`config.mk`:
```
export PLATFORM = sky130hd
export DESIGN_NAME = range_counter_param_flat
export DESIGN_NICKNAME = d
export VERILOG_FILES = /design/src/rtl/range_counter_param_if.sv /design/src/rtl/range_counter_param.sv /design/src/flat_wrapper.sv
export SDC_FILE = /design/constraint.sdc
export NUM_CORES = 1
export LEC_CHECK = 0
export BUFFER_PORTS_ARGS = -buffer_cell sky130_fd_sc_hd__buf_2
export CAP_MARGIN = 20
export CORE_ASPECT_RATIO = 0.7
export CORE_UTILIZATION = 61
export DETAILED_ROUTE_END_ITERATION = 6
export GPL_TIMING_DRIVEN = 1
export PLACE_DENSITY_LB_ADDON = 0.08
export SKIP_LAST_GASP = 1
export SYNTH_ARGS = -nofsm -noshare
export SYNTH_HDL_FRONTEND = slang
export SYNTH_SLANG_ARGS = --single-unit
```
`constraint.sdc`:
```
create_clock -name clk -period 6.9 [get_ports clk]
set_input_delay 1.035 -clock clk [delete_from_list [all_inputs] [get_ports clk]]
set_output_delay 1.035 -clock clk [all_outputs]
set_load 0.01 [all_outputs]
```
`src/rtl/range_counter_param_if.sv`:
```
// Control/status bundle for range_counter_param. The master side drives the run
// request, the range and the enable; the slave (the counter) returns count and status.
interface range_counter_param_if #(
  parameter int unsigned WIDTH = 8,
  parameter int unsigned WRAPW = 8
);

  // Requests toward the counter
  logic             start;
  logic             stop;
  logic             en;
  logic             dir_down;
  logic             mode_wrap;
  logic [WIDTH-1:0] lo;
  logic [WIDTH-1:0] hi;

  // Status from the counter
  logic [WIDTH-1:0] count;
  logic             busy;
  logic             tc;
  logic             done;
  logic             err;
  logic [WRAPW-1:0] wrap_cnt;

  modport master (
    output start,
    output stop,
    output en,
    output dir_down,
    output mode_wrap,
    output lo,
    output hi,
    input  count,
    input  busy,
    input  tc,
    input  done,
    input  err,
    input  wrap_cnt
  );

  modport slave (
    input  start,
    input  stop,
    input  en,
    input  dir_down,
    input  mode_wrap,
    input  lo,
    input  hi,
    output count,
    output busy,
    output tc,
    output done,
    output err,
    output wrap_cnt
  );

endinterface

```
`src/rtl/range_counter_param.sv`:
```
// Parametrised range counter. Walks from a begin bound to an end bound (up or down),
// then either halts with done (one-shot) or reloads the begin bound (wrap). Range,
// direction and mode are captured when a run starts; later input changes are ignored
// until the next start.
module range_counter_param #(
  parameter int unsigned WIDTH = 8,
  parameter int unsigned WRAPW = 8
) (
  input logic                  clk,
  input logic                  rst,
  range_counter_param_if.slave bus
);

  localparam logic [1:0] StIdle = 2'd0;
  localparam logic [1:0] StRun  = 2'd1;
  localparam logic [1:0] StDone = 2'd2;

  logic [1:0]       state_q, state_d;
  logic [WIDTH-1:0] count_q, count_d;
  logic [WIDTH-1:0] lo_q, lo_d;
  logic [WIDTH-1:0] hi_q, hi_d;
  logic             dir_q, dir_d;
  logic             wrap_q, wrap_d;
  logic [WRAPW-1:0] wrap_cnt_q, wrap_cnt_d;
  logic             err_q, err_d;

  // Bounds of the latched run
  logic [WIDTH-1:0] begin_val;
  logic [WIDTH-1:0] end_val;
  logic             running;
  logic             at_end;

  // Bounds presented on the inputs, used only when a start is accepted
  logic             range_ok;
  logic [WIDTH-1:0] new_begin;
  logic             wrap_full;

  // Derive latched bounds, terminal count and start qualification
  always_comb begin
    begin_val = dir_q ? hi_q : lo_q;
    end_val   = dir_q ? lo_q : hi_q;
    running   = (state_q == StRun);
    at_end    = running && (count_q == end_val);
    range_ok  = (bus.lo <= bus.hi);
    new_begin = bus.dir_down ? bus.hi : bus.lo;
    wrap_full = &wrap_cnt_q;
  end

  // Next-state: stop beats start, start beats counting
  always_comb begin
    state_d    = state_q;
    count_d    = count_q;
    lo_d       = lo_q;
    hi_d       = hi_q;
    dir_d      = dir_q;
    wrap_d     = wrap_q;
    wrap_cnt_d = wrap_cnt_q;
    err_d      = 1'b0;

    if (bus.stop) begin
      // Abort: count and wrap count stay visible, done drops with the state change
      state_d = StIdle;
    end else if (bus.start) begin
      if (range_ok) begin
        lo_d       = bus.lo;
        hi_d       = bus.hi;
        dir_d      = bus.dir_down;
        wrap_d     = bus.mode_wrap;
        count_d    = new_begin;
        wrap_cnt_d = '0;
        state_d    = StRun;
      end else begin
        // Rejected start: flag it and leave the current run untouched
        err_d = 1'b1;
      end
    end else begin
      unique case (state_q)
        StIdle: begin
          state_d = StIdle;
        end
        StRun: begin
          if (bus.en) begin
            if (!at_end) begin
              // Never crosses a bound here, so plain modular step is safe
              count_d = dir_q ? (count_q - 1'b1) : (count_q + 1'b1);
            end else if (wrap_q) begin
              count_d = begin_val;
              if (!wrap_full) begin
                wrap_cnt_d = wrap_cnt_q + 1'b1;
              end
            end else begin
              state_d = StDone;
            end
          end
        end
        StDone: begin
          state_d = StDone;
        end
        default: begin
          // Unused encoding: recover to idle
          state_d = StIdle;
        end
      endcase
    end
  end

  // State registers with synchronous reset
  always_ff @(posedge clk) begin
    if (rst) begin
      state_q    <= StIdle;
      count_q    <= '0;
      lo_q       <= '0;
      hi_q       <= '0;
      dir_q      <= 1'b0;
      wrap_q     <= 1'b0;
      wrap_cnt_q <= '0;
      err_q      <= 1'b0;
    end else begin
      state_q    <= state_d;
      count_q    <= count_d;
      lo_q       <= lo_d;
      hi_q       <= hi_d;
      dir_q      <= dir_d;
      wrap_q     <= wrap_d;
      wrap_cnt_q <= wrap_cnt_d;
      err_q      <= err_d;
    end
  end

  // Status outputs
  always_comb begin
    bus.count    = count_q;
    bus.busy     = running;
    bus.tc       = at_end;
    bus.done     = (state_q == StDone);
    bus.err      = err_q;
    bus.wrap_cnt = wrap_cnt_q;
  end

  // The count must stay inside the latched range while running
  assert property (@(posedge clk) disable iff (rst)
    running |-> ((count_q >= lo_q) && (count_q <= hi_q)));

  // busy and done are mutually exclusive
  assert property (@(posedge clk) disable iff (rst) !(bus.busy && bus.done));

endmodule

```
`src/flat_wrapper.sv`:
```
// flat-port wrapper written by rule: the top's interface ports become plain ports
module range_counter_param_flat 
#(
  parameter int unsigned WIDTH = 8,
  parameter int unsigned WRAPW = 8
)
  (clk, rst, bus_start, bus_stop, bus_en, bus_dir_down, bus_mode_wrap, bus_lo, bus_hi, bus_count, bus_busy, bus_tc, bus_done, bus_err, bus_wrap_cnt);
  range_counter_param_if #(.WIDTH(WIDTH), .WRAPW(WRAPW)) bus_i ();
  input logic clk;
  input logic rst;
  input wire logic [$bits(bus_i.start)-1:0] bus_start;
  input wire logic [$bits(bus_i.stop)-1:0] bus_stop;
  input wire logic [$bits(bus_i.en)-1:0] bus_en;
  input wire logic [$bits(bus_i.dir_down)-1:0] bus_dir_down;
  input wire logic [$bits(bus_i.mode_wrap)-1:0] bus_mode_wrap;
  input wire logic [$bits(bus_i.lo)-1:0] bus_lo;
  input wire logic [$bits(bus_i.hi)-1:0] bus_hi;
  output wire logic [$bits(bus_i.count)-1:0] bus_count;
  output wire logic [$bits(bus_i.busy)-1:0] bus_busy;
  output wire logic [$bits(bus_i.tc)-1:0] bus_tc;
  output wire logic [$bits(bus_i.done)-1:0] bus_done;
  output wire logic [$bits(bus_i.err)-1:0] bus_err;
  output wire logic [$bits(bus_i.wrap_cnt)-1:0] bus_wrap_cnt;
  assign bus_i.start = bus_start;
  assign bus_i.stop = bus_stop;
  assign bus_i.en = bus_en;
  assign bus_i.dir_down = bus_dir_down;
  assign bus_i.mode_wrap = bus_mode_wrap;
  assign bus_i.lo = bus_lo;
  assign bus_i.hi = bus_hi;
  assign bus_count = bus_i.count;
  assign bus_busy = bus_i.busy;
  assign bus_tc = bus_i.tc;
  assign bus_done = bus_i.done;
  assign bus_err = bus_i.err;
  assign bus_wrap_cnt = bus_i.wrap_cnt;
  range_counter_param #(.WIDTH(WIDTH), .WRAPW(WRAPW)) u_core (.clk(clk), .rst(rst), .bus(bus_i));
endmodule
```
==> metrics.md <==
| Metric | Value |
|---|---|
| Status | `completed` |
| Worst Hold Class | `flip-flop to flip-flop` |
| Max-Cap Viols | `0` |
| Synth area leader | `dfxtp_1` |
| Share of the synthesized area in the top cell type | `between 20 and 30%` |
| Final worst slack | `3470 ps` |
| Reg2Reg Depth | `8` |
| Layout cell share with drive strength beyond 1 | `about a fifth` |
| Post-DRT Antenna Nets | `0` |
| Synth Area per Inst | `around 9 um^2` |
| Sequential area share after synthesis | `29.0%` |
| CP Class | `flip-flop to output port` |
| Hold Violations, Final | `0` |
| PwrDens | `approximately 190 nW/um^2` |
| Global-route wire length before repair | `between 9 and 10 mm` |
| WL per Instance | `approximately 16 um` |
| Starting Density | `roughly 64%` |
| # diodes | `0` |
| Area Growth Syn to Fin | `13.7%` |
| Most frequent cells after synthesis | `dfxtp_1 (37), mux2i_1 (35), nor2_1 (34)` |
| Distinct cells, synth | `50` |
| Vias in the first global route | `1,929` |
| Crit path DAT | `between 2000 and 2500 ps` |
| Total negative setup slack | `0 ps` |
| Cell with the most instances after synthesis | `dfxtp_1` |
| Cts bufs inserted | `5` |
| Met1 usage | `45.6%` |
| Worst flop-to-flop path endpoint | `u_core.bus.count[6]` |
| Warnings, synthesis | `0` |
| Largest net degree at the start of global routing | `38` |
| Slew margin rel. | `59.5%` |
| HPWL after DPL | `4.29 mm` |
| Leak | `~1.2 nW` |
| CTS sink count | `37` |
| Clk_lat worst skew | `just under 300 ps` |
| Setup violations, final | `0` |
| Root Buffer Master | `clkbuf_8` |
| Post-Syn Instances | `between 200 and 300` |
| Met2 usage | `38.7%` |
| Via Count | `2,221` |
| Worst slack at placement | `between 3000 and 4000 ps` |
| GRT met3 Usage | `5.41%` |
| CTS tree | `yes` |
| Worst endpoint required time | `around 5900 ps` |
| Core area | `approximately 4000 um^2` |
| CP Capture Type | `output port` |
| Worst-Margin Slew | `about 600 ps` |
| Cts repair resizes | `0` |
| R2R setup slack | `4100 ps` |
| Buffers on Ports | `42` |
| Die height | `between 50 and 60 um` |
| DRC | `0` |
| Fill cells | `approximately 310` |
| Vias per Instance | `~6` |
| GRT Total Usage | `28.4%` |
| Congestion Overflow GR | `0` |
| Number of antenna violations at the first check in global routing | `0` |
| Top FF cell, synth | `dfxtp_1` |
| Top cells by area, synth | `dfxtp_1 (29%), mux2i_1 (14%), ha_1 (8.3%)` |
| DRT iter0 DRCs | `between 150 and 200` |
| Net count reported at finish | `roughly 370` |
| Cell area after synthesis | `between 2000 and 3000 um^2` |
| Critical R2R Launch | `u_core.dir_q` |
| Highest clock rate | `between 200 and 300 MHz` |
| Peak VDD IR | `~0.13 mV` |
| GPL Wtd Cong | `roughly 0.84` |
| Hold depth | `2` |
| Gr busiest metal | `met1` |
| I/O pin count | `43` |
| Post-CTS Setup Bufs | `0` |
| H-tree depth | `2` |
| Startpoint Class | `flip-flop` |
| Hold EP | `u_core.hi_q[7]` |
| First-pass DRT Iterations | `5` |
| Crit share post-route | `49.8%` |
| DIE AREA | `4460 um^2` |
| Row count | `19` |
| Flop and latch count out of synthesis | `37` |
| Clock-pin slew on the worst setup and hold paths | `roughly 80 ps` |
| Fin util | `about 73%` |
| Async SR Flop Fraction | `0%` |
| Post-cts hold buffer count | `0` |
| Min cycle time layout | `roughly 3400 ps` |
| Total wire length | `5.96 mm` |
| Crit. Startpoint | `u_core.dir_q` |
| Die Width | `79.4 um` |
| Net Count, Synth | `approximately 330` |
| Crit-path max FO | `21` |
| Worst hold start | `u_core.hi_q[7]` |
| Max Buffers Root-to-Sink | `2` |
| Post-synth EDFFs | `0` |
| RSZ-0062 raised after global routing | `false` |
| Skew final | `3.74 ps` |
| Max Slew Vio Count | `0` |
how the worst max path moves through the flow:
stage                     slack [ps]             end
after floorplan                 3790    u_core.dir_q
after CTS                       3010          bus_tc
after global placement          3350  u_core.hi_q[5]
after global routing            3320          bus_tc
after detailed placement        3240  u_core.lo_q[0]
final                           3470          bus_tc
per-layer routing:
| layer | up-vias | wire (um) |
|---|---|---|
| li1 | 1120 | - |
| met1 | 1022 | 3110 |
| met2 | 77 | 2430 |
| met3 | 2 | 410 |
| met4 | 0 | 14 |
| met5 | - | 0 |
through the flow:
stage | instance area (um^2) | total power [mW] | cells | hold slack (ps)
3_5_place_dp | 2770 | 0.382 | 371 | 518
5_1_grt | 2900 | 0.572 | 380 | 564
4_1_cts | 2860 | 0.539 | 378 | 540
2_1_floorplan | 2550 | 0.347 | 290 | 474
6_report | 2900 | 0.542 | 380 | 541
3_3_place_gp | 2770 | 0.379 | 371 | 487
power breakdown:
part | total, mW | switching, mW | internal, mW
combinational | 0.145 | 0.0781 | 0.0669
clock | 0.158 | 0.0795 | 0.0790
sequential | 0.238 | 0.0130 | 0.225
registers in the layout (all words and copies together), names as in the netlist:
signal	count
u_core.wrap_q	1
u_core.hi_q	8
u_core.state_q	2
u_core.bus.err	1
u_core.lo_q	8
u_core.bus.count	8
u_core.bus.wrap_cnt	8
u_core.dir_q	1
worst max-delay path, stage by stage (launching register included):
cell     delay (ps)
dfxtp_1         510
buf_16          220
mux2i_1         230
xnor2_1         120
nor4_4          390
nand3_2         340
inv_1           150
buf_2           140
cells in the final DEF (no fill, tap or decap), types with 2 or more instances in the layout:
cell / synthesis / routed
a211o_1: 2 / 2
a21oi_1: 10 / 10
a22o_1: 5 / 5
a31oi_1: 5 / 5
a32o_1: 3 / 3
and2_1: 2 / 2
and3_1: 2 / 2
buf_2: 1 / 42
clkbuf_8: 0 / 6
dfxtp_1: 37 / 37
ha_1: 17 / 17
inv_1: 16 / 16
mux2_2: 10 / 10
mux2i_1: 35 / 35
nand2_1: 19 / 19
nand3_1: 6 / 6
nand3b_1: 5 / 5
nand4_1: 2 / 2
nor2_1: 34 / 34
nor2b_1: 3 / 3
nor3_1: 4 / 4
nor3b_1: 4 / 4
nor4_4: 2 / 2
o211ai_1: 3 / 3
o21a_1: 2 / 2
o21ai_0: 9 / 9
o21bai_1: 2 / 2
or2_2: 2 / 2
or3_1: 2 / 2
or4_1: 6 / 6
xnor2_1: 12 / 12
cell type report:
type	count	area, um^2	area share, %
clock buffers	6	82.6	2.84
inverters	16	60.1	2.07
well taps	52	65.1	2.24
repair buffers	44	253	8.70
flip-flops and latches	37	741	25.5
multi-input cells	224	1700	58.4
clock inverters	1	7.51	0.259
logic make-up after synthesis:
family	count (synthesis)	share of synthesized area, %
xor gates and xnor gates	13	4.46
AOI/OAI and AO/OA	49	13.9
adders and majority gates	18	9.11
buffers and inverters	29	4.65
DFF	37	29.0
and+or+nand+nor	99	20.8
muxes	45	18.1
No activity file was read; power rests on OpenSTA's default activity.
